## src/rtl/pingpong_clear_buffer_pkg.sv

```systemverilog
// Shared types for the ping-pong clear buffer: clear FSM encoding and buffer indices.
package pingpong_clear_buffer_pkg;

  typedef enum logic {
    CLEAR = 1'b0,
    DONE  = 1'b1
  } clear_state_e;

  localparam logic BUF0 = 1'b0;
  localparam logic BUF1 = 1'b1;

endpackage

```

## src/rtl/pingpong_clear_buffer_if.sv

```systemverilog
// Frame-control and pixel read/write bus of the ping-pong clear buffer.
interface pingpong_clear_buffer_if #(
  parameter int unsigned DATA_WIDTH = 1,
  parameter int unsigned ADDR_WIDTH = 10,
  parameter int unsigned CNT_WIDTH  = 16
);
  logic                  swap_req;
  logic                  swap_ack;
  logic                  clear_done;
  logic                  active_sel;
  logic [CNT_WIDTH-1:0]  swap_count;
  logic                  we;
  logic [ADDR_WIDTH-1:0] write_addr;
  logic [DATA_WIDTH-1:0] write_data;
  logic [ADDR_WIDTH-1:0] read_addr;
  logic [DATA_WIDTH-1:0] read_data;
  logic                  read_valid;

  modport master (
    output swap_req, we, write_addr, write_data, read_addr,
    input  swap_ack, clear_done, active_sel, swap_count, read_data, read_valid
  );

  modport slave (
    input  swap_req, we, write_addr, write_data, read_addr,
    output swap_ack, clear_done, active_sel, swap_count, read_data, read_valid
  );
endinterface

```

## src/rtl/buffer_clear_sweeper.sv

```systemverilog
// Background clear sweep of the inactive buffer, plus swap gating and pending-request capture.
module buffer_clear_sweeper
  import pingpong_clear_buffer_pkg::*;
#(
  parameter int unsigned ADDR_WIDTH = 10,
  parameter int unsigned DEPTH      = 1024
) (
  input  logic                  clk,
  input  logic                  reset,
  input  logic                  swap_req,
  output logic                  swap_fire,
  output logic                  clear_done,
  output logic                  clear_we,
  output logic [ADDR_WIDTH-1:0] clear_addr
);
  localparam logic [ADDR_WIDTH-1:0] LastAddr = ADDR_WIDTH'(DEPTH - 1);

  clear_state_e          state_q, state_d;
  logic [ADDR_WIDTH-1:0] addr_q, addr_d;
  logic                  pending_q, pending_d;

  always_ff @(posedge clk) begin
    if (reset) begin
      state_q   <= CLEAR;
      addr_q    <= '0;
      pending_q <= 1'b0;
    end else begin
      state_q   <= state_d;
      addr_q    <= addr_d;
      pending_q <= pending_d;
    end
  end

  always_comb begin
    state_d   = state_q;
    addr_d    = addr_q;
    pending_d = pending_q;
    swap_fire = 1'b0;
    unique case (state_q)
      CLEAR: begin
        // Requests during a sweep collapse into one deferred swap.
        if (swap_req) pending_d = 1'b1;
        if (addr_q == LastAddr) begin
          state_d = DONE;
        end else begin
          addr_d = addr_q + 1'b1;
        end
      end
      DONE: begin
        if (swap_req || pending_q) begin
          swap_fire = 1'b1;
          state_d   = CLEAR;
          addr_d    = '0;
          pending_d = 1'b0;
        end
      end
    endcase
  end

  assign clear_done = (state_q == DONE);
  assign clear_we   = (state_q == CLEAR);
  assign clear_addr = addr_q;
endmodule

```

## src/rtl/single_port_ram.sv

```systemverilog
// Single-port RAM with synchronous write and 1-cycle registered read (read-before-write).
module single_port_ram #(
  parameter int unsigned DATA_WIDTH    = 1,
  parameter int unsigned ADDRESS_WIDTH = 10,
  parameter int unsigned DEPTH         = 1024
) (
  input  logic                     clk,
  input  logic                     wEn,
  input  logic [ADDRESS_WIDTH-1:0] addr,
  input  logic [DATA_WIDTH-1:0]    dataIn,
  output logic [DATA_WIDTH-1:0]    dataOut
);
  logic [DATA_WIDTH-1:0] mem [DEPTH];

  always_ff @(posedge clk) begin
    if (wEn) begin
      mem[addr] <= dataIn;
    end
    dataOut <= mem[addr];
  end
endmodule

```

## src/rtl/pingpong_clear_buffer.sv

```systemverilog
// Double-buffered pixel store: one buffer serves the renderer while the other is swept clear.
module pingpong_clear_buffer
  import pingpong_clear_buffer_pkg::*;
#(
  parameter int unsigned           DATA_WIDTH  = 1,
  parameter int unsigned           ADDR_WIDTH  = 10,
  parameter int unsigned           DEPTH       = 1024,
  parameter logic [DATA_WIDTH-1:0] CLEAR_VALUE = '0,
  parameter int unsigned           CNT_WIDTH   = 16
) (
  input logic                    clk,
  input logic                    reset,
  pingpong_clear_buffer_if.slave bus
);
  localparam logic [ADDR_WIDTH-1:0] LastAddr = ADDR_WIDTH'(DEPTH - 1);

  logic                  swap_fire, clear_done, clear_we;
  logic [ADDR_WIDTH-1:0] clear_addr;
  logic                  active_sel_q, swap_ack_q, read_valid_q, rd_buf_q, rd_oob_q;
  logic [CNT_WIDTH-1:0]  swap_count_q;
  logic [DATA_WIDTH-1:0] read_hold_q, read_data;
  logic                  wr_in_range, rd_oob;
  logic [DATA_WIDTH-1:0] ram_rdata [2];

  buffer_clear_sweeper #(
    .ADDR_WIDTH (ADDR_WIDTH),
    .DEPTH      (DEPTH)
  ) u_sweeper (
    .clk        (clk),
    .reset      (reset),
    .swap_req   (bus.swap_req),
    .swap_fire  (swap_fire),
    .clear_done (clear_done),
    .clear_we   (clear_we),
    .clear_addr (clear_addr)
  );

  assign wr_in_range = (bus.write_addr <= LastAddr);
  assign rd_oob      = (bus.read_addr > LastAddr);

  // The active buffer sees only user traffic, the inactive one only the sweep.
  for (genvar b = 0; b < 2; b++) begin : g_buf
    logic                  is_active, ram_we;
    logic [ADDR_WIDTH-1:0] ram_addr;
    logic [DATA_WIDTH-1:0] ram_wdata;

    assign is_active = (active_sel_q == 1'(b));
    assign ram_we    = is_active ? (bus.we && wr_in_range) : clear_we;
    assign ram_addr  = is_active ? (bus.we ? bus.write_addr : bus.read_addr) : clear_addr;
    assign ram_wdata = is_active ? bus.write_data : CLEAR_VALUE;

    single_port_ram #(
      .DATA_WIDTH    (DATA_WIDTH),
      .ADDRESS_WIDTH (ADDR_WIDTH),
      .DEPTH         (DEPTH)
    ) u_ram (
      .clk     (clk),
      .wEn     (ram_we),
      .addr    (ram_addr),
      .dataIn  (ram_wdata),
      .dataOut (ram_rdata[b])
    );
  end

  always_ff @(posedge clk) begin
    if (reset) begin
      active_sel_q <= BUF0;
      swap_ack_q   <= 1'b0;
      swap_count_q <= '0;
      read_valid_q <= 1'b0;
      rd_buf_q     <= BUF0;
      rd_oob_q     <= 1'b0;
      read_hold_q  <= '0;
    end else begin
      swap_ack_q <= swap_fire;
      if (swap_fire) begin
        active_sel_q <= ~active_sel_q;
        swap_count_q <= swap_count_q + 1'b1;
      end
      read_valid_q <= ~bus.we;
      // Remember which buffer the read went to, so a swap-cycle read returns old data.
      rd_buf_q     <= active_sel_q;
      rd_oob_q     <= rd_oob;
      read_hold_q  <= read_data;
    end
  end

  always_comb begin
    read_data = read_hold_q;
    if (read_valid_q) begin
      if (rd_oob_q) begin
        read_data = CLEAR_VALUE;
      end else begin
        read_data = (rd_buf_q == BUF0) ? ram_rdata[0] : ram_rdata[1];
      end
    end
  end

  assign bus.swap_ack   = swap_ack_q;
  assign bus.clear_done = clear_done;
  assign bus.active_sel = active_sel_q;
  assign bus.swap_count = swap_count_q;
  assign bus.read_data  = read_data;
  assign bus.read_valid = read_valid_q;
endmodule

```

## src/flat_wrapper.sv

```systemverilog
// flat-port wrapper written by rule: the top's interface ports become plain ports
module pingpong_clear_buffer_flat import pingpong_clear_buffer_pkg::*;
#(
  parameter int unsigned           DATA_WIDTH  = 1,
  parameter int unsigned           ADDR_WIDTH  = 10,
  parameter int unsigned           DEPTH       = 1024,
  parameter logic [DATA_WIDTH-1:0] CLEAR_VALUE = '0,
  parameter int unsigned           CNT_WIDTH   = 16
)
  (clk, reset, bus_swap_req, bus_we, bus_write_addr, bus_write_data, bus_read_addr, bus_swap_ack, bus_clear_done, bus_active_sel, bus_swap_count, bus_read_data, bus_read_valid);
  pingpong_clear_buffer_if #(.DATA_WIDTH(DATA_WIDTH), .ADDR_WIDTH(ADDR_WIDTH), .CNT_WIDTH(CNT_WIDTH)) bus_i ();
  input logic clk;
  input logic reset;
  input wire logic [$bits(bus_i.swap_req)-1:0] bus_swap_req;
  input wire logic [$bits(bus_i.we)-1:0] bus_we;
  input wire logic [$bits(bus_i.write_addr)-1:0] bus_write_addr;
  input wire logic [$bits(bus_i.write_data)-1:0] bus_write_data;
  input wire logic [$bits(bus_i.read_addr)-1:0] bus_read_addr;
  output wire logic [$bits(bus_i.swap_ack)-1:0] bus_swap_ack;
  output wire logic [$bits(bus_i.clear_done)-1:0] bus_clear_done;
  output wire logic [$bits(bus_i.active_sel)-1:0] bus_active_sel;
  output wire logic [$bits(bus_i.swap_count)-1:0] bus_swap_count;
  output wire logic [$bits(bus_i.read_data)-1:0] bus_read_data;
  output wire logic [$bits(bus_i.read_valid)-1:0] bus_read_valid;
  assign bus_i.swap_req = bus_swap_req;
  assign bus_i.we = bus_we;
  assign bus_i.write_addr = bus_write_addr;
  assign bus_i.write_data = bus_write_data;
  assign bus_i.read_addr = bus_read_addr;
  assign bus_swap_ack = bus_i.swap_ack;
  assign bus_clear_done = bus_i.clear_done;
  assign bus_active_sel = bus_i.active_sel;
  assign bus_swap_count = bus_i.swap_count;
  assign bus_read_data = bus_i.read_data;
  assign bus_read_valid = bus_i.read_valid;
  pingpong_clear_buffer #(.DATA_WIDTH(DATA_WIDTH), .ADDR_WIDTH(ADDR_WIDTH), .DEPTH(DEPTH), .CLEAR_VALUE(CLEAR_VALUE), .CNT_WIDTH(CNT_WIDTH)) u_core (.clk(clk), .reset(reset), .bus(bus_i));
endmodule
```

## config.mk

```make
export PLATFORM = sky130hd
export DESIGN_NAME = pingpong_clear_buffer_flat
export DESIGN_NICKNAME = d
export VERILOG_FILES = /design/src/rtl/pingpong_clear_buffer_pkg.sv /design/src/rtl/pingpong_clear_buffer_if.sv /design/src/rtl/buffer_clear_sweeper.sv /design/src/rtl/single_port_ram.sv /design/src/rtl/pingpong_clear_buffer.sv /design/src/flat_wrapper.sv
export SDC_FILE = /design/constraint.sdc
export NUM_CORES = 2
export LEC_CHECK = 0
export BUFFER_PORTS_ARGS = -buffer_cell sky130_fd_sc_hd__buf_2
export CORE_ASPECT_RATIO = 0.6
export CORE_UTILIZATION = 60
export DETAILED_ROUTE_END_ITERATION = 16
export PLACE_DENSITY = 0.75
export SLEW_MARGIN = 25
export SYNTH_ARGS = -nofsm -noshare
export SYNTH_HDL_FRONTEND = slang
export SYNTH_SLANG_ARGS = --single-unit
```

## constraint.sdc

```tcl
create_clock -name clk -period 40.2 [get_ports clk]
set_input_delay 8.04 -clock clk [delete_from_list [all_inputs] [get_ports clk]]
set_output_delay 8.04 -clock clk [all_outputs]
set_load 0.01 [all_outputs]
```

## Yosys cells after proc, flatten, opt, wreduce, memory -nomap -nowiden

Memories as Yosys holds them, arrays and structs flattened. A register that Yosys moved wholly into a read port is not among the register bits.
Index checks and enable logic that the tools add are counted.

- Bits in registers: 34
- Bits in writable memories: 2048
- Input bits: 25
- Output and inout bits: 21
- Logic and storage cells: 52
- Memories: 2

- $add $sub $neg: 2
- $lt $le $gt $ge: 2
- Equality and inequality tests: 4
- Mux-type cells: 25
- Bitwise operators: 3
- Reduce and logical (&&, ||, !) cells: 4

Memory list:

| name | words | bits a word | read ports | clocked after Yosys merged registers in | wr ports | RTL line | RTL |
|---|---|---|---|---|---|---|---|
| u_core.g_buf[0].u_ram.mem | 1024 | 1 | 1 | 1 | 1 | single_port_ram.sv:13 | `logic [DATA_WIDTH-1:0] mem [DEPTH];` |
| u_core.g_buf[1].u_ram.mem | 1024 | 1 | 1 | 1 | 1 | single_port_ram.sv:13 |  |

Operators with widths:

| operator | number |
|---|---|
| $mux 10 | 5 |
| $pmux 10 s2 | 1 |
| $mux 1 | 17 |
| $add 16x1->16 const B | 1 |
| $add 10x1->10 const B | 1 |
| $eq 10x10->1 const B | 1 |
| $gt 10x10->1 const B | 1 |
| $le 10x10->1 const B | 1 |
| $ne 2x2->1 const B | 2 |
| $pmux 1 s2 | 2 |
| $reduce_and 2->1 | 2 |
| $not 1->1 | 3 |
| $ne 2x1->1 const B | 1 |
| $logic_and 1x1->1 | 1 |
| $logic_or 1x1->1 | 1 |

## Longest topological paths before layout

- Word-level depth: 5
- Gate-level depth with buffers: 16
- Depth with buffers taken out: 10

## By module

A second synthesis with hierarchy kept.

- Cells, all modules: 6969
- Area, all modules: 90654.4 um2

Modules (own cells, without submodules):

| module | instances | cells an instance | area each (um2) | sequential area each (um2) |
|---|---|---|---|---|
| single_port_ram | 2 | 3369 | 44337.5 | 30769.5 |
| pingpong_clear_buffer | 1 | 160 | 1357.6 | 440.4 |
| buffer_clear_sweeper | 1 | 71 | 621.8 | 240.2 |

## Worst setup path after synthesis

Ideal clock, no wire load.

- Path type: input to register
- From: input port bus_write_data
- To: memory u_core.g_buf[0].u_ram.mem[0], data pin
- Setup time: 5174 ps
- Arrival time: 32377 ps
- Required time: 35026 ps
- Slack: 2648 ps
- Stages on the path: 1
- Path buffers: 0
- Cells stage by stage: nor2b_1

- Cells in the longest elaborated chain, start to end: 1

RTL lines:

| element | RTL line | RTL |
|---|---|---|
| from (decl) | flat_wrapper.sv:17 | `input wire logic [$bits(bus_i.write_data)-1:0] bus_write_data;` |
| $mux 1 | pingpong_clear_buffer.sv:50 | `assign ram_wdata = is_active ? bus.write_data : CLEAR_VALUE;` |
| to (decl) | single_port_ram.sv:13 |  |

No other way between the ends.

## Worst setup path after layout

- From: input port bus_we
- To: register u_core.g_buf[1].u_ram.dataOut (read register of u_core.g_buf[1].u_ram.mem)

- Cells in the longest elaborated chain, start to end: 2

RTL lines:

| element | RTL line | RTL |
|---|---|---|
| from (decl) | flat_wrapper.sv:15 | `input wire logic [$bits(bus_i.we)-1:0] bus_we;` |
| $mux 10 (2 in a row) | pingpong_clear_buffer.sv:49 | `assign ram_addr = is_active ? (bus.we ? bus.write_addr : bus.read_addr) : clear_addr;` |
| to (decl) | single_port_ram.sv:11 | `output logic [DATA_WIDTH-1:0] dataOut` |

No other way between the ends.
A chain may end at the register's enable or synchronous reset.

==> reports/metrics.yaml <==
cp_max_fo: 179
nNetsFinal: 7773
place_ws_ns: 25.45
ys_warn_count: 0
die_w_um: 508
synth_top_area_share: 0.667
core_um2: 151000
io_pins: 46
fillCellCount: 11230
synth_area_um2: 92100
slowest_delay_ns: 1.06
viasPerCell: 6.85
cts_sinks: 2084
relSlewSlack: 0.152
ir_drop_mv: 0.0509
cp.arrival_ns: 15.08
root_buffer: "clkbuf_16"
drc: 0
post_cts_buffers: 0
path_buf_inv: 4
cts_buffers: 186
final-max-slew-violation-count: 0
grt_pass1_vias: 61690
cp-end-kind: "register"
worstSkewPairLatency_ns: 0.83
postSynthAreaPerCell_um2: 11.2
cts-resized-gates: 0
overflow: 0
rsz0062_at_grt: "false"
grt_pass1_wl_um: 404000
ys_seq_area_frac: 0.675
dieArea_um2: 155000
worst_slack_ns: 25.79
area_delta_synth_final_pct: 7.57
synthCells: 8206
yosys_most_used_dff: "edfxtp_1"
p_leak_nw: 30.9
ctsHoldBuffers: 0
antenna_found_initial: 9
tightest_slew_ns: 1.26
rows: 110
synth_fp_nets: 8233
die_h_um: 306
grt_max_degree: 315
gp_congestion: 0.871
clock_path_buffers: 3
dpl.hpwl_um: 136000
path_delay_family: "buffers and inverters"
fin_crit_sh: 0.358
port_buffers: 45
drt_pass1_iterations: 6
synth_cell_types: 44
num_vias: 67880
hp-class: "reg -> reg"
finalSetupViolCount: 0
synth_edf_count: 2048
routed_wl_um: 279000
path_cells: "buf_2 > mux2_2 > o21bai_4 > buf_12 > buf_12 > buf_4 > a311oi_1 > or4_1 > o31ai_1 > nand4_1 > a22oi_1 > nand4_1"
max_freq_ghz: 0.0694
cts_tree: "built"
htreeDepth: 4
fin_util: 0.656
synth_top_cell_by_area: "edfxtp_1"
hold_viol: 0
drive_gt1_frac: 0.0785
ys_top_cells_by_area: "edfxtp_1 (67%), nor2_1 (8.6%), nand2_1 (5.9%), a32o_1 (2.8%), a221oi_1 (2.4%)"
ys_ff_latch: 2084
grt_use_total: 0.352
worstSetupPathType: "in -> reg"
async_reset_ff_frac: 0
layout_min_cycle_time_ns: 14.41
critical_path_required_ns: 40.88
start_util: 0.610
postLayoutCellArea_um2: 99100
drtAntennaViolNets: 0
wire_per_inst_um: 28.1
status: "complete, no violations"
clkTransAtPathRegs_ns: 0.07
drt-initial-drc-count: 14078
critPathSlowestCell: "o31ai_1"
cap_viol_max_count: 0
dpl_cell_area_um2: 93100
power.density_nw_per_um2: 44.7
setup_tns_ns: 0
startpoint_type: "input pin"
finClkSkew_ns: 0.0319
-- stage by stage --
stage          power (mW)  std cells  hold WS, ns
4_1_cts              4.42       9907        0.530
3_3_place_gp         2.71       9570        0.505
2_1_floorplan        2.64       8206        0.499
5_1_grt              4.53       9912        0.550
3_5_place_dp         2.72       9571        0.509
6_report             4.43       9915        0.531
-- report_power, final --
group	switching, mW	total, mW	internal, mW
clock network	0.806	1.75	0.941
registers	0.00198	2.37	2.37
logic	0.234	0.316	0.0816
-- final timing paths --
check	slack, ns	endpoint	cells past startpoint	startpoint
hold reg to reg	0.53	u_core.bus.swap_count[15]	2	u_core.bus.swap_count[15]
setup reg to reg	32.83	u_core.g_buf[1].u_ram.dataOut	12	u_core.bus.active_sel
hold / removal	0.53	u_core.bus.swap_count[15]	2	u_core.bus.swap_count[15]
setup / recovery	25.79	u_core.g_buf[1].u_ram.dataOut	12	bus_we
-- final cells by class --
cell class              count  area, µm²  share of cell area
well taps                2016       2520              0.0254
clock buffers             250       5150              0.0520
flip-flops and latches   2084      62200               0.628
inverters                   7       26.3            0.000265
repair buffers            182       1520              0.0153
multi-input cells        5285      27100               0.273
clock inverters            86        612             0.00617
diodes                      5       12.5            0.000126
-- metal layers --
layer / GRT usage / vias to the layer above / wire, µm
met5: 0 / - / 43
li1: - / 28459 / -
met4: 0.112 / 8 / 9420
met2: 0.493 / 5429 / 117000
met1: 0.524 / 33289 / 105000
met3: 0.112 / 695 / 47600
-- synthesized netlist by cell type (85+ instances only) --
cell / count
nor2_1: 2099
a32o_1: 256
a21oi_1: 264
clkbuf_1: 523
buf_1: 85
buf_2: 209
a221oi_1: 256
o22ai_1: 128
nand2_1: 1445
a311oi_1: 256
edfxtp_1: 2048
nor2b_1: 133
and2_1: 129
-- cell families after synthesis --
kind of cell             Yosys count  synth area share
AO/OA/AOI/OAI                   1247             0.106
adder cells (fa/ha/maj)            2          0.000272
other                              1         0.0000407
XOR/XNOR                          24           0.00228
buffers and inverters            837            0.0375
multiplexers                      33           0.00391
flip-flops                      2084             0.675
AND/OR/NAND/NOR                 3978             0.174
-- tightest hold or removal path, stage by stage (launching register included) --
cell and delay [ns]:
dfxtp_1 0.35, xor2_1 0.08, nor2_1 0.07
-- cell usage in the layout (no fill, tap or decap), drive strengths merged, types with 2 or more instances in the layout --
cell type,synthesis,layout
xor2,16,16
clkinv,0,75
a21oi,264,264
or3,4,4
nand2b,5,5
nor2b,133,133
dfxtp,36,36
bufinv,0,7
and3,5,5
nor3b,3,3
a22oi,8,8
inv,7,10
buf,307,182
nor3,46,46
a32o,256,256
diode,0,5
nand4,19,19
ha,2,2
mux2i,18,18
o21ai,5,5
a31oi,2,2
edfxtp,2048,2048
clkbuf,523,250
a221oi,256,256
or4,65,65
nand2,1445,1445
a311oi,256,256
mux2,15,15
a21o,4,4
o31ai,64,64
nor2,2099,2099
nand3,24,24
o22ai,128,128
and2,129,129
xnor2,8,8
-- sequential cells by signal, indices dropped and copies added (netlist names) --
register and count:
u_core.bus.read_valid 1, u_core.bus.swap_ack 1, u_core.bus.swap_count 16, u_core.read_hold_q 1
u_core.u_sweeper.clear_addr 10, u_core.u_sweeper.clear_done 1, u_core.rd_oob_q 1, u_core.bus.active_sel 1
u_core.g_buf.u_ram.mem 2048, u_core.rd_buf_q 1, u_core.u_sweeper.pending_q 1, u_core.g_buf.u_ram.dataOut 2
Note: power is estimated with default switching activity, not from simulation.
